File: src/rtl/multiplicador_acum_7bit.sv
// -----------------------------------------------------------------------------
// multiplicador_acum_7bit
//
// Purpose:
//   Rebuilds a dividend A = Q*B + R from quotient, divisor and remainder.
//   It uses a shift-add datapath that retires one multiplier bit per clock.
//   It is the round-trip partner of divisor_7bit and uses the same start/done
//   handshake as the divider.
//
// Ports:
//   clk    in   1     system clock, rising edge
//   rst_n  in   1     asynchronous active-low reset
//   start  in   1     request, sampled only while idle
//   Q      in   W     quotient (multiplier)
//   B      in   W     divisor (multiplicand)
//   R      in   W     remainder (addend, preloaded into the accumulator)
//   A      out  2*W   reconstructed dividend; held until the next run completes
//   busy   out  1     high while running and during the done cycle
//   done   out  1     one-cycle completion pulse
//   err    out  1     remainder-range flag (R >= B), captured at accept
//
// Configuration:
//   REMAINDER_CHECK_EN  when defined, err reports R >= B for the accepted
//                       operands, so B = 0 always flags. When undefined, err
//                       is tied low and no compare logic is built.
//
// States:
//   state | meaning
//   IDLE  | waiting for start; operands are loaded on the accepting edge
//   RUN   | W shift-add iterations, one per clock
//   DONE  | result valid on A, done pulses for this single cycle
// -----------------------------------------------------------------------------
module multiplicador_acum_7bit #(
  parameter int W = 7
) (
  input  logic           clk,
  input  logic           rst_n,
  input  logic           start,
  input  logic [W-1:0]   Q,
  input  logic [W-1:0]   B,
  input  logic [W-1:0]   R,
  output logic [2*W-1:0] A,
  output logic           busy,
  output logic           done,
  output logic           err
);

  localparam int CW = $clog2(W + 1);
  localparam logic [CW-1:0] CNT_LAST = CW'(W - 1);

  typedef enum logic [1:0] {
    IDLE = 2'd0,
    RUN  = 2'd1,
    DONE = 2'd2
  } state_t;

  state_t state, state_nxt;

  logic [2*W-1:0] acc;
  logic [2*W-1:0] mcand;
  logic [W-1:0]   mplier;
  logic [CW-1:0]  cnt;

  logic           load;
  logic           step;
  logic           finish;
  logic [2*W-1:0] acc_sum;

  // The accumulator starts at R, so the addend costs no extra cycle.
  // The worst case (2^W-1)^2 + (2^W-1) still fits in 2W bits.
  assign acc_sum = acc + (mplier[0] ? mcand : '0);

  // ---------------------------------------------------------------------------
  // FSM state register
  // ---------------------------------------------------------------------------
  always_ff @(posedge clk or negedge rst_n) begin
    if (!rst_n) begin
      state <= IDLE;
    end else begin
      state <= state_nxt;
    end
  end

  // ---------------------------------------------------------------------------
  // FSM next-state and control outputs
  // ---------------------------------------------------------------------------
  always_comb begin
    state_nxt = state;
    load      = 1'b0;
    step      = 1'b0;
    finish    = 1'b0;
    busy      = 1'b0;
    done      = 1'b0;

    unique case (state)
      IDLE: begin
        if (start) begin
          load      = 1'b1;
          state_nxt = RUN;
        end
      end
      RUN: begin
        busy = 1'b1;
        step = 1'b1;
        if (cnt == CNT_LAST) begin
          finish    = 1'b1;
          state_nxt = DONE;
        end
      end
      DONE: begin
        busy      = 1'b1;
        done      = 1'b1;
        state_nxt = IDLE;
      end
      default: begin
        state_nxt = IDLE;
      end
    endcase
  end

  // ---------------------------------------------------------------------------
  // Shift-add datapath
  // ---------------------------------------------------------------------------
  always_ff @(posedge clk or negedge rst_n) begin
    if (!rst_n) begin
      acc    <= '0;
      mcand  <= '0;
      mplier <= '0;
      cnt    <= '0;
    end else if (load) begin
      acc    <= {{W{1'b0}}, R};
      mcand  <= {{W{1'b0}}, B};
      mplier <= Q;
      cnt    <= '0;
    end else if (step) begin
      acc    <= acc_sum;
      mcand  <= mcand << 1;
      mplier <= mplier >> 1;
      cnt    <= cnt + CW'(1);
    end
  end

  // The result register takes the last partial sum directly. That way A
  // becomes valid on the same edge that enters DONE.
  always_ff @(posedge clk or negedge rst_n) begin
    if (!rst_n) begin
      A <= '0;
    end else if (finish) begin
      A <= acc_sum;
    end
  end

  // ---------------------------------------------------------------------------
  // Remainder-range flag
  // ---------------------------------------------------------------------------
`ifdef REMAINDER_CHECK_EN
  always_ff @(posedge clk or negedge rst_n) begin
    if (!rst_n) begin
      err <= 1'b0;
    end else if (load) begin
      err <= (R >= B);
    end
  end
`else
  assign err = 1'b0;
`endif

endmodule

File: config.mk
export PLATFORM = sky130hd
export DESIGN_NAME = multiplicador_acum_7bit
export DESIGN_NICKNAME = d
export VERILOG_FILES = /design/src/rtl/multiplicador_acum_7bit.sv
export SDC_FILE = /design/constraint.sdc
export NUM_CORES = 1
export LEC_CHECK = 0
export ABC_AREA = 1
export BUFFER_PORTS_ARGS = -buffer_cell sky130_fd_sc_hd__clkbuf_2
export CORE_MARGIN = 2
export CORE_UTILIZATION = 40
export CTS_CLUSTER_SIZE = 28
export DETAILED_ROUTE_END_ITERATION = 6
export HOLD_SLACK_MARGIN = 0.12
export PLACE_DENSITY = 0.63
export SYNTH_ARGS = -nofsm -noshare
export SYNTH_HDL_FRONTEND = slang
export SYNTH_SLANG_ARGS = --single-unit
File: constraint.sdc
create_clock -name clk -period 2.2 [get_ports clk]
set_input_delay 0.11 -clock clk [delete_from_list [all_inputs] [get_ports clk]]
set_output_delay 0.11 -clock clk [all_outputs]
set_load 0.05 [all_outputs]
==> results.tsv <==
stage	metric	value	unit
global_route	grt_max_degree	31	
power	p_int	2.49	mW
timing	setup_viol	0	
setup_path	critical_path_buf_inv_count	3	
drt	wl_per_cell	12.2	µm
place	dpl_cell_area	3530	µm²
finish	finalNonFillerCells	589	
drt	post_drt_via_cell_ratio	4.69	
synth	synth_top_family_by_area	simple AND/OR/NAND/NOR gates	
timing	final.setup.tns	0	ns
clock_tree	htreeDepth	2	
timing	fin_crit_sh	89.7	%
finish	diodes	0	
floorplanning	fp.dieW	93.7	µm
worst_hold_path	hp-class	input port to asynchronous set/reset pin	
power	comb_power_share	53.9	%
setup_path	cpPeakStageDelay	0.44	ns
timing	rsz0062_at_grt	false	
finish	nets	530	
synth	synth_area	3220	µm²
global_route	top_usage_layer	met2	
setup_path	reg2reg_slack	0.23	ns
floorplanning	io_pins	41	
timing	timing.final.hold_violations	0	
timing	slew_viol_final	0	
global_route	grt_use_met2	31.1	%
drt	ant_nets	0	
global_route	antenna_found_initial	0	
floorplanning	fp-row-count	32	
clock_tree	cts_inserted_buffers	5	
clock_tree	cts_tree	yes	
timing	max_freq	507	MHz
power	switchingPower	2.36	mW
synth	avgSynthCellArea	7.64	µm²
power	p_leak	2.19	nW
floorplanning	core	7770	µm²
status	status	completed	
synth	synth_warnings	0	
setup_path	crit_path_start_kind	register	
global_route	grt_util_met3	2.73	%
setup_path	crit_type	register to register	
timing	skew	0.00734	ns
synth	synth_seq_cells	54	
setup_path	cpLargestDelayFamily	simple AND/OR/NAND/NOR gates	
synth	synthMuxAreaShare	0	%
power	clkPwrFrac	12.6	%
synth	ys_seq_area_share	42.0	%
drt	via_count	2765	
clock_tree	clkTransAtPathRegs	0.10	ns
finish	stdcell_area	3860	µm²
place	routabilityCongestion	0.906	
setup_path	crit_path_top_delay_cell	dfrtp_1	
floorplanning	start_util	41.4	%
clock_tree	clkLatencyLatePin	0.31	ns
global_route	grt_usage	18.3	%
synth	yosys.area.top_type	dfrtp_1	
synth	synth-adder-area-share	8.01	%
global_route	grt_pass1_vias	2811	
job	drv_cap	0	
power	power_density	1260	nW/µm²
place	place_hpwl	5290	µm
setup_path	end_kind	register	
drt	dr.pass1.iters	4	
drt	drc	0	
floorplanning	die_h	93.7	µm
finish	final_util	49.7	%
clock_tree	ctsRootBufferMaster	clkbuf_8	
setup_path	required	2.41	ns
timing	period_needed	1.97	ns
finish	fillCellCount	783	
finish	ff_latch_area	1350	µm²
setup_path	crit_arrival	2.18	ns
clock_tree	cts.path.max_buffers	2	
synth	synthCells	421	
synth	netlist_top_cells_area	dfrtp_1, nand2_1, inv_1	
drt	drt_iter0_drc	133	
finish	syn2layout_area_growth	20.1	%
setup_path	cp_max_fo	11	
synth	synth_top_area_share	42.0	%
finish	drive_gt1_share	15.6	%
setup_path	path_cells	buf_4, nand2_1, inv_1, ha_1, nand2_1, nor2_1, inv_1, nor2_1, nand2_1, nand2_1, nand2_1, nand3_1, nand2_1	
floorplanning	dieArea	8780	µm²
timing	maxSlewHeadroom	47.2	%
clock_tree	cts_sinks	54	
setup_path	rr_startpoint	mplier[0]	
place	dp.cells	558	
global_route	gr-usage-met1	25.0	%
finish	multi_input_area	1530	µm²
power	sequentialPowerShare	33.5	%
place	io_buffers	39	
setup_path	rr_endpoint	A[13]	
synth	synth_cell_types	29	
global_route	overflow	0	
drt	wl	7210	µm
power	ir_drop	0.000855	V
power	swShare	48.6	%
setup_path	cp_common_cell	nand2_1	
power	power	4.86	mW
synth	synth_xor_area_share	1.63	%
global_route	grt_pass1_wl	12700	µm
setup_path	reg2regPathDepth	13	
timing	worstMarginPinSlew	0.792	ns
synth	synth_compound_area_share	10.2	%
synth	synth_nets	465	
synth	synth-simple-area-share	27.5	%
power groups by stage:
stage	clock [mW]	sequential [mW]	combinational (mW)
2_1_floorplan	0	1.94	1.72
6_report	0.611	1.63	2.62
3_3_place_gp	0	1.64	2.56
5_1_grt	0.673	1.68	2.94
4_1_cts	0.636	1.63	2.64
3_5_place_dp	0	1.64	2.61
stage by stage:
| stage | setup WS (ns) | hold slack [ns] |
|---|---|---|
| 4_1_cts | 0.220 | 0.419 |
| 6_report | 0.227 | 0.399 |
| 2_1_floorplan | 0.177 | -0.186 |
| 3_5_place_dp | 0.233 | 0.232 |
| 3_3_place_gp | 0.276 | 0.235 |
| 5_1_grt | 0.00963 | 0.469 |
worst max-delay path by stage:
stage | start | to | slack [ns] | cells after the start
detailed placement | mplier[0] | acc[12] | 0.23 | 13
global placement | mplier[0] | A[13] | 0.28 | 13
finish | mplier[0] | A[13] | 0.23 | 13
CTS | mplier[0] | acc[8] | 0.22 | 11
floorplan | mplier[0] | acc[6] | 0.18 | 14
global route | mplier[0] | A[7] | 0.01 | 10
routing by layer:
metal	part of all wire, %	vias to the layer above
met5	0	-
met2	47	56
met3	4.7	2
met4	0.40	0
li1	-	1436
met1	48	1271
area by class of cell:
class	count	share of cell area (%)
inverters	73	7.09
multi-input cells	283	39.7
well taps	102	3.30
clock buffers	6	2.14
repair buffers	69	12.4
flip-flops and latches	54	35.0
clock inverters	2	0.453
cells in the mapped netlist (all sizes together):
master	instances
nor2	20
nand3b	3
xor2	3
nand4	3
nand2	160
o22ai	6
fa	1
o221ai	7
xnor2	3
buf	7
ha	19
nand3	27
or2	1
o21ai	14
clkbuf	4
dfrtp	54
a21oi	8
conb	1
inv	73
o211ai	7
logic make-up after synthesis:
kind of cell             after synthesis
AND/OR/NAND/NOR                      214
buffers and inverters                 84
flip-flops                            54
AO/OA/AOI/OAI                         42
adder cells (fa/ha/maj)               20
XOR/XNOR                               6
other                                  1
cells in the final DEF, fill, tap and decap left out:
cell type        n
a21oi_1          8
buf_4            7
clkbuf_2        39
clkbuf_8         6
clkinv_4         2
conb_1           1
dfrtp_1         54
dlygate4sd3_1   23
fa_2             1
ha_1            19
inv_1           68
inv_2            5
nand2_1        160
nand3_1         27
nand3b_1         3
nand4_1          3
nor2_1          16
nor2_2           2
nor2_4           1
nor2_8           1
o211ai_1         1
o211ai_2         6
o21ai_0          8
o21ai_1          6
o221ai_1         1
o221ai_2         6
o22ai_1          6
or2_1            1
xnor2_1          3
xor2_1           3
sequential cells by signal (all words and copies together) (netlist names):
signal / flops
A: 14
acc: 14
mcand: 14
mplier: 7
cnt: 3
state: 2
repair_timing:
action / in CTS / in global routing
hold buffers: 23 / 0
endpoints found under the setup margin: 0 / 2
setup buffers: 0 / 0
gates resized for setup: 0 / 2
endpoints found under the hold margin: 50 / 0
Power figures use the tool's default switching activity.
